--- config.mk ---
export PLATFORM = sky130hd
export DESIGN_NAME = xnorseq_ctrl
export DESIGN_NICKNAME = d
export VERILOG_FILES = /design/src/rtl/xnorseq_pkg.sv /design/src/rtl/xnorseq_thresh.sv /design/src/rtl/xnorseq_ctrl.sv
export SDC_FILE = /design/constraint.sdc
export NUM_CORES = 1
export LEC_CHECK = 0
export CAP_MARGIN = 20
export CORE_ASPECT_RATIO = 0.5
export CORE_UTILIZATION = 35
export CTS_BUF_LIST = sky130_fd_sc_hd__clkbuf_8
export DETAILED_ROUTE_END_ITERATION = 12
export PLACE_DENSITY = 0.77
export SLEW_MARGIN = 20
export SYNTH_ARGS = -nofsm -noshare
export SYNTH_HDL_FRONTEND = slang
export SYNTH_SLANG_ARGS = --single-unit
export TNS_END_PERCENT = 100
--- constraint.sdc ---
create_clock -name clk -period 1.3 [get_ports clk]
set_input_delay 0.26 -clock clk [delete_from_list [all_inputs] [get_ports clk]]
set_output_delay 0.26 -clock clk [all_outputs]
set_load 0.005 [all_outputs]
--- src/rtl/xnorseq_pkg.sv ---
// Shared definitions for the sequential XNOR-popcount layer: controller state encoding and the
// per-neuron sum width helper used by the controller, the datapath and the bench.
package xnorseq_pkg;

  typedef enum logic [2:0] {
    StIdle,
    StClear,
    StRun,
    StCapture,
    StOut
  } state_e;

  // Bits needed to hold a popcount of n inputs (0..n inclusive).
  function automatic int unsigned suml(input int unsigned n);
    return $clog2(n + 1);
  endfunction

endpackage

--- src/rtl/xnorseq_thresh.sv ---
// Per-neuron binarizer: bits[i] = (sums[i] >= thr[i]), unsigned SumL-bit compare.
// Purely combinational; only instantiated when XNORSEQ_THRESH_EN is defined.
// Ports:
//   sums  M*SumL  popcount sums, neuron i at [i*SumL +: SumL]
//   thr   M*SumL  thresholds, same packing
//   bits  M       binarized result, neuron i at bit i
module xnorseq_thresh #(
  parameter int unsigned M    = 4,
  parameter int unsigned SumL = 3
) (
  input  logic [M*SumL-1:0] sums,
  input  logic [M*SumL-1:0] thr,
  output logic [M-1:0]      bits
);

  always_comb begin
    bits = '0;
    for (int i = 0; i < M; i++) begin
      bits[i] = (sums[i*SumL +: SumL] >= thr[i*SumL +: SumL]);
    end
  end

endmodule

--- src/rtl/xnorseq_ctrl.sv ---
// Sequencing controller for the sequential XNOR-popcount datapath.
// Accepts one N-bit vector, clears the datapath for one cycle, enables it for LAT cycles,
// captures the M sums and presents them (optionally binarized) on a valid/ready port.
// Optional feature macro: XNORSEQ_THRESH_EN builds the threshold register and comparators;
// without it thr is ignored and out_bits is constant 0.
// Ports:
//   clk, rst (async, active-low)
//   in_valid/in_ready/in_data   input vector handshake
//   thr                         per-neuron thresholds, sampled with the vector
//   dp_data/dp_rst/dp_enable    drive the datapath; dp_sums comes back from it
//   out_valid/out_ready         result handshake carrying out_sums and out_bits
//   busy                        controller not idle
module xnorseq_ctrl
  import xnorseq_pkg::*;
#(
  parameter  int unsigned N    = 4,
  parameter  int unsigned M    = 4,
  parameter  int unsigned LAT  = 4,
  localparam int unsigned SumL = suml(N)
) (
  input  logic              clk,
  input  logic              rst,
  input  logic              in_valid,
  output logic              in_ready,
  input  logic [N-1:0]      in_data,
  input  logic [M*SumL-1:0] thr,
  output logic [N-1:0]      dp_data,
  output logic              dp_rst,
  output logic              dp_enable,
  input  logic [M*SumL-1:0] dp_sums,
  output logic              out_valid,
  input  logic              out_ready,
  output logic [M*SumL-1:0] out_sums,
  output logic [M-1:0]      out_bits,
  output logic              busy
);

  if (LAT < 1) begin : g_bad_lat
    $error("xnorseq_ctrl: LAT must be >= 1");
  end

  localparam int unsigned     CntW    = $clog2(LAT + 1);
  localparam logic [CntW-1:0] LastCnt = CntW'(LAT - 1);

  state_e          state_q, state_d;
  logic [CntW-1:0] cnt_q, cnt_d;

  logic [N-1:0]      dp_data_q;
  logic [M*SumL-1:0] out_sums_q;

  logic accept;
  logic capture;

  assign accept  = (state_q == StIdle) && in_valid;
  assign capture = (state_q == StCapture);

  // State register
  always_ff @(posedge clk or negedge rst) begin
    if (!rst) begin
      state_q <= StIdle;
      cnt_q   <= '0;
    end else begin
      state_q <= state_d;
      cnt_q   <= cnt_d;
    end
  end

  // Next-state logic
  always_comb begin
    state_d = state_q;
    cnt_d   = cnt_q;
    unique case (state_q)
      StIdle: begin
        if (in_valid) state_d = StClear;
      end
      StClear: begin
        state_d = StRun;
        cnt_d   = '0;
      end
      StRun: begin
        if (cnt_q == LastCnt) state_d = StCapture;
        else                  cnt_d   = cnt_q + CntW'(1);
      end
      StCapture: begin
        state_d = StOut;
      end
      StOut: begin
        if (out_ready) state_d = StIdle;
      end
      default: begin
        state_d = StIdle;
      end
    endcase
  end

  // Outputs decoded from registered state; rst only enters through the reset terms so the
  // datapath stays cleared and no vector is offered while the controller is held in reset.
  always_comb begin
    in_ready  = (state_q == StIdle) && rst;
    dp_rst    = !rst || (state_q == StClear);
    dp_enable = (state_q == StRun);
    out_valid = (state_q == StOut);
    busy      = (state_q != StIdle);
  end

  always_ff @(posedge clk or negedge rst) begin
    if (!rst) begin
      dp_data_q  <= '0;
      out_sums_q <= '0;
    end else begin
      if (accept)  dp_data_q  <= in_data;
      if (capture) out_sums_q <= dp_sums;
    end
  end

  assign dp_data  = dp_data_q;
  assign out_sums = out_sums_q;

`ifdef XNORSEQ_THRESH_EN
  logic [M*SumL-1:0] thr_q;
  logic [M-1:0]      bits_cmp;
  logic [M-1:0]      out_bits_q;

  xnorseq_thresh #(
    .M   (M),
    .SumL(SumL)
  ) u_thresh (
    .sums(dp_sums),
    .thr (thr_q),
    .bits(bits_cmp)
  );

  always_ff @(posedge clk or negedge rst) begin
    if (!rst) begin
      thr_q      <= '0;
      out_bits_q <= '0;
    end else begin
      if (accept)  thr_q      <= thr;
      if (capture) out_bits_q <= bits_cmp;
    end
  end

  assign out_bits = out_bits_q;
`else
  logic unused_thr;
  assign unused_thr = ^thr;
  assign out_bits   = '0;
`endif

endmodule

==> impl_summary.txt <==
----------------------------------------------------
[STA]
  Final min period ... 1.55 ns
  RSZ-0062 raised after global routing ... true
  Setup skew after layout ... 0.00127 ns
  Fin. max-slew vios ... 0
  Final Hold Violating Endpoints ... 0
  Setup TNS after final layout ... -2.78 ns
  Tcrit/Tclk final ... 1.19
  Number of failing setup endpoints in the final timing report ... 23
  Least setup slack across all paths after layout ... -0.252 ns
  Fmax ... 0.644 GHz
  Hold_ws ... 0.419 ns

[Yosys]
  Post-synthesis cell type with the largest combined area ... dfrtp_1
  Async set-or-reset flop fraction in the synthesized netlist ... 1.00
  FF+latch count, synth ... 22
  Dominant register cell in the synthesized netlist ... dfrtp_1
  Post-synthesis area per instance ... 12.9 um^2
  Count of mapped cells out of synthesis ... 78
  Sequential element share of the synthesized area ... 0.545
  Cell area after synthesis ... 0.00101 mm^2
  Number of enable-type register cells in the synthesized netlist ... 0
  Area share of the largest cell type after synthesis ... 0.545
  Leading post-synthesis cells by cell area ... dfrtp_1 55%, mux2_2 18%, buf_4 4.5%, o2bb2ai_1 2.6%, ha_1 2.5%
  Synth warnings ... 0
  Cell variety after synth ... 22

[Worst setup path]
  Worst path arrival time ... 1.29 ns
  Critical setup path kind ... reg2out
  Worst setup slack for register-to-register paths ... -0.15 ns
  Top Family by Delay on Critical Path ... flip-flops
  Reg-to-reg endpoint ... dp_data[3]
  CP Max Fanout ... 2
  Worst path slowest cell ... dfrtp_1
  Endpoint class of the critical path ... output pin
  Critical path required time ... 1.04 ns
  Sort of element at the start of the critical path ... flop
  Crit-path cells ... buf_4 > buf_6 > nand2b_4 > nor2_1 > buf_2
  CP bufs+invs ... 3
  Worst R2R Path Depth ... 5
  Reg-to-Reg Start ... state_q[1]
  Crit-path max cell delay ... 0.40 ns

[Hold path]
  Class of the tightest hold or removal check ... in2async

[Finish]
  Final Instance Count excl. Fillers ... 185
  Top library cells by usage in the layout, fill and taps aside ... 21 x dfrtp_1, 19 x clkdlybuf4s50_1, 19 x buf_4
  Synth-to-Final Area Change ... 83.1%
  Final core utilization ... 0.693
  Most frequent standard cell in the layout excluding fill and tap cells ... dfrtp_1
  Ratio of cells with drive above 1 in the final layout ... 0.466
  Layout net count ... 183
  Post-Layout Inst Area ... 0.00185 mm^2
  Diodes inserted ... 0

[Placement]
  GPL Wtd Cong ... 0.741
  Worst setup timing slack at the placement stage ... -0.395 ns
  Post-DP HPWL ... 1.52 mm
  Number of port buffers ... 40
  Number of placed instances with taps included ... 165
  Total cell area at the placement stage ... 0.00153 mm^2

[CTS]
  Maximum buffer depth of the clock tree ... 2
  Maximum level of the CTS H-tree ... 1
  Clock tree from TritonCTS ... done
  Root buffer cell ... clkbuf_8
  Hold-fix buffers, CTS ... 0
  Clock insertion delay at the later pin of the skew report ... 0.26 ns
  Post-CTS clock slew at the launch and capture registers of the worst setup and hold paths ... 0.08 ns
  Num Clock Sinks ... 22
  Number of buffers added by the clock tree synthesis step ... 3

[Routing]
  Total number of vias ... 874
  Antenna Nets Post-Route ... 0
  DRC violation total after the first TritonRoute iteration ... 38
  1st-pass router iterations ... 4
  Vias per std cell ... 4.72
  Routed length per instance ... 15.9 um
  DRC ... 0
  Total routed wirelength ... 2.94 mm

[Global route]
  Total global routing overflow ... 0
  First-pass GRT wire length ... 3.88 mm
  Total routing resource utilization after global routing ... 0.177
  Antenna violations before repair ... 0
  Pin count of the biggest net entering global routing ... 14
  Via count of the first global-routing pass ... 791

[Floorplan]
  Initial core utilization ... 0.379
  Die outline area ... 0.00312 mm^2
  Die Height ... 40.0 um
  Die width ... 78.0 um
  Number of placement rows ... 13
  Number of top-level pins ... 57
  Floorplan core area ... 0.00267 mm^2

[Job]
  Reported max-cap violation count ... 0

[Power and ir drop]
  Overall Power ... 4.70 mW
  Leak pwr ... 0.943 nW
  Peak ir drop on the vdd network ... 1.21 mV
  Power density of the placed cells ... 2540 mW/mm^2

[Status]
  Result of the run ... complete, but fails checks
  Violated checks ... negative setup slack

----------------------------------------------------
-- Yosys cell counts (all sizes together), types with 2 or more instances --
master    n
nor3      2
dfrtp    22
o2bb2ai   3
and2      2
mux2     16
nand2     3
inv       4
buf       8
nor2      4
ha        2
mux2i     2
o21ai     2
nand2b    2
-- worst max-delay path by stage --
stage | startpoint | endpoint | slack [ns] | cells past startpoint
finish | state_q[2] | dp_enable | -0.25 | 5
global route | state_q[2] | dp_enable | -0.30 | 5
CTS | state_q[0] | busy | -0.26 | 5
detailed placement | rst | dp_rst | -0.40 | 4
global placement | rst | dp_rst | -0.40 | 4
floorplan | state_q[2] | dp_data[0] | -0.002 | 4
-- routing by layer --
layer  part of all wire  GRT usage  vias up
met2               0.50      0.321       28
li1                   -          -      398
met1               0.44      0.205      442
met5                  0          0        -
met3              0.036     0.0545        6
met4              0.028     0.0787        0
-- registers in the layout (all words and copies together) (netlist names) --
name,flops
cnt_q,3
dp_data,4
out_sums,12
state_q,3
-- power by group --
group          switching, mW  total, mW  internal (mW)
sequential             0.208       1.24           1.03
combinational           1.06       2.82           1.76
clock                  0.226      0.637          0.411
-- timing repair --
item / CTS / global route
buffers inserted: 11 / 5
setup endpoints to repair: 40 / 24
resized for setup: 51 / 27
gates cloned: 1 / 0
pin swaps: 6 / 9
-- kinds of logic after synthesis --
kind of cell             share of synthesized area
AND/OR/NAND/NOR                             0.0905
adder cells (fa/ha/maj)                     0.0248
AO/OA/AOI/OAI                               0.0533
other                                      0.00371
flip-flops                                   0.545
buffers and inverters                       0.0756
multiplexers                                 0.198
XOR/XNOR                                   0.00868
-- cell type report --
type / instances / area [um^2]
fillers: 188 / 818
inverters: 4 / 15.0
clock inverters: 1 / 30.0
clock buffers: 3 / 41.3
flip-flops and latches: 22 / 552
well taps: 37 / 46.3
repair buffers: 70 / 626
multi-input cells: 48 / 539
Note: power is estimated with default switching activity, not from simulation.
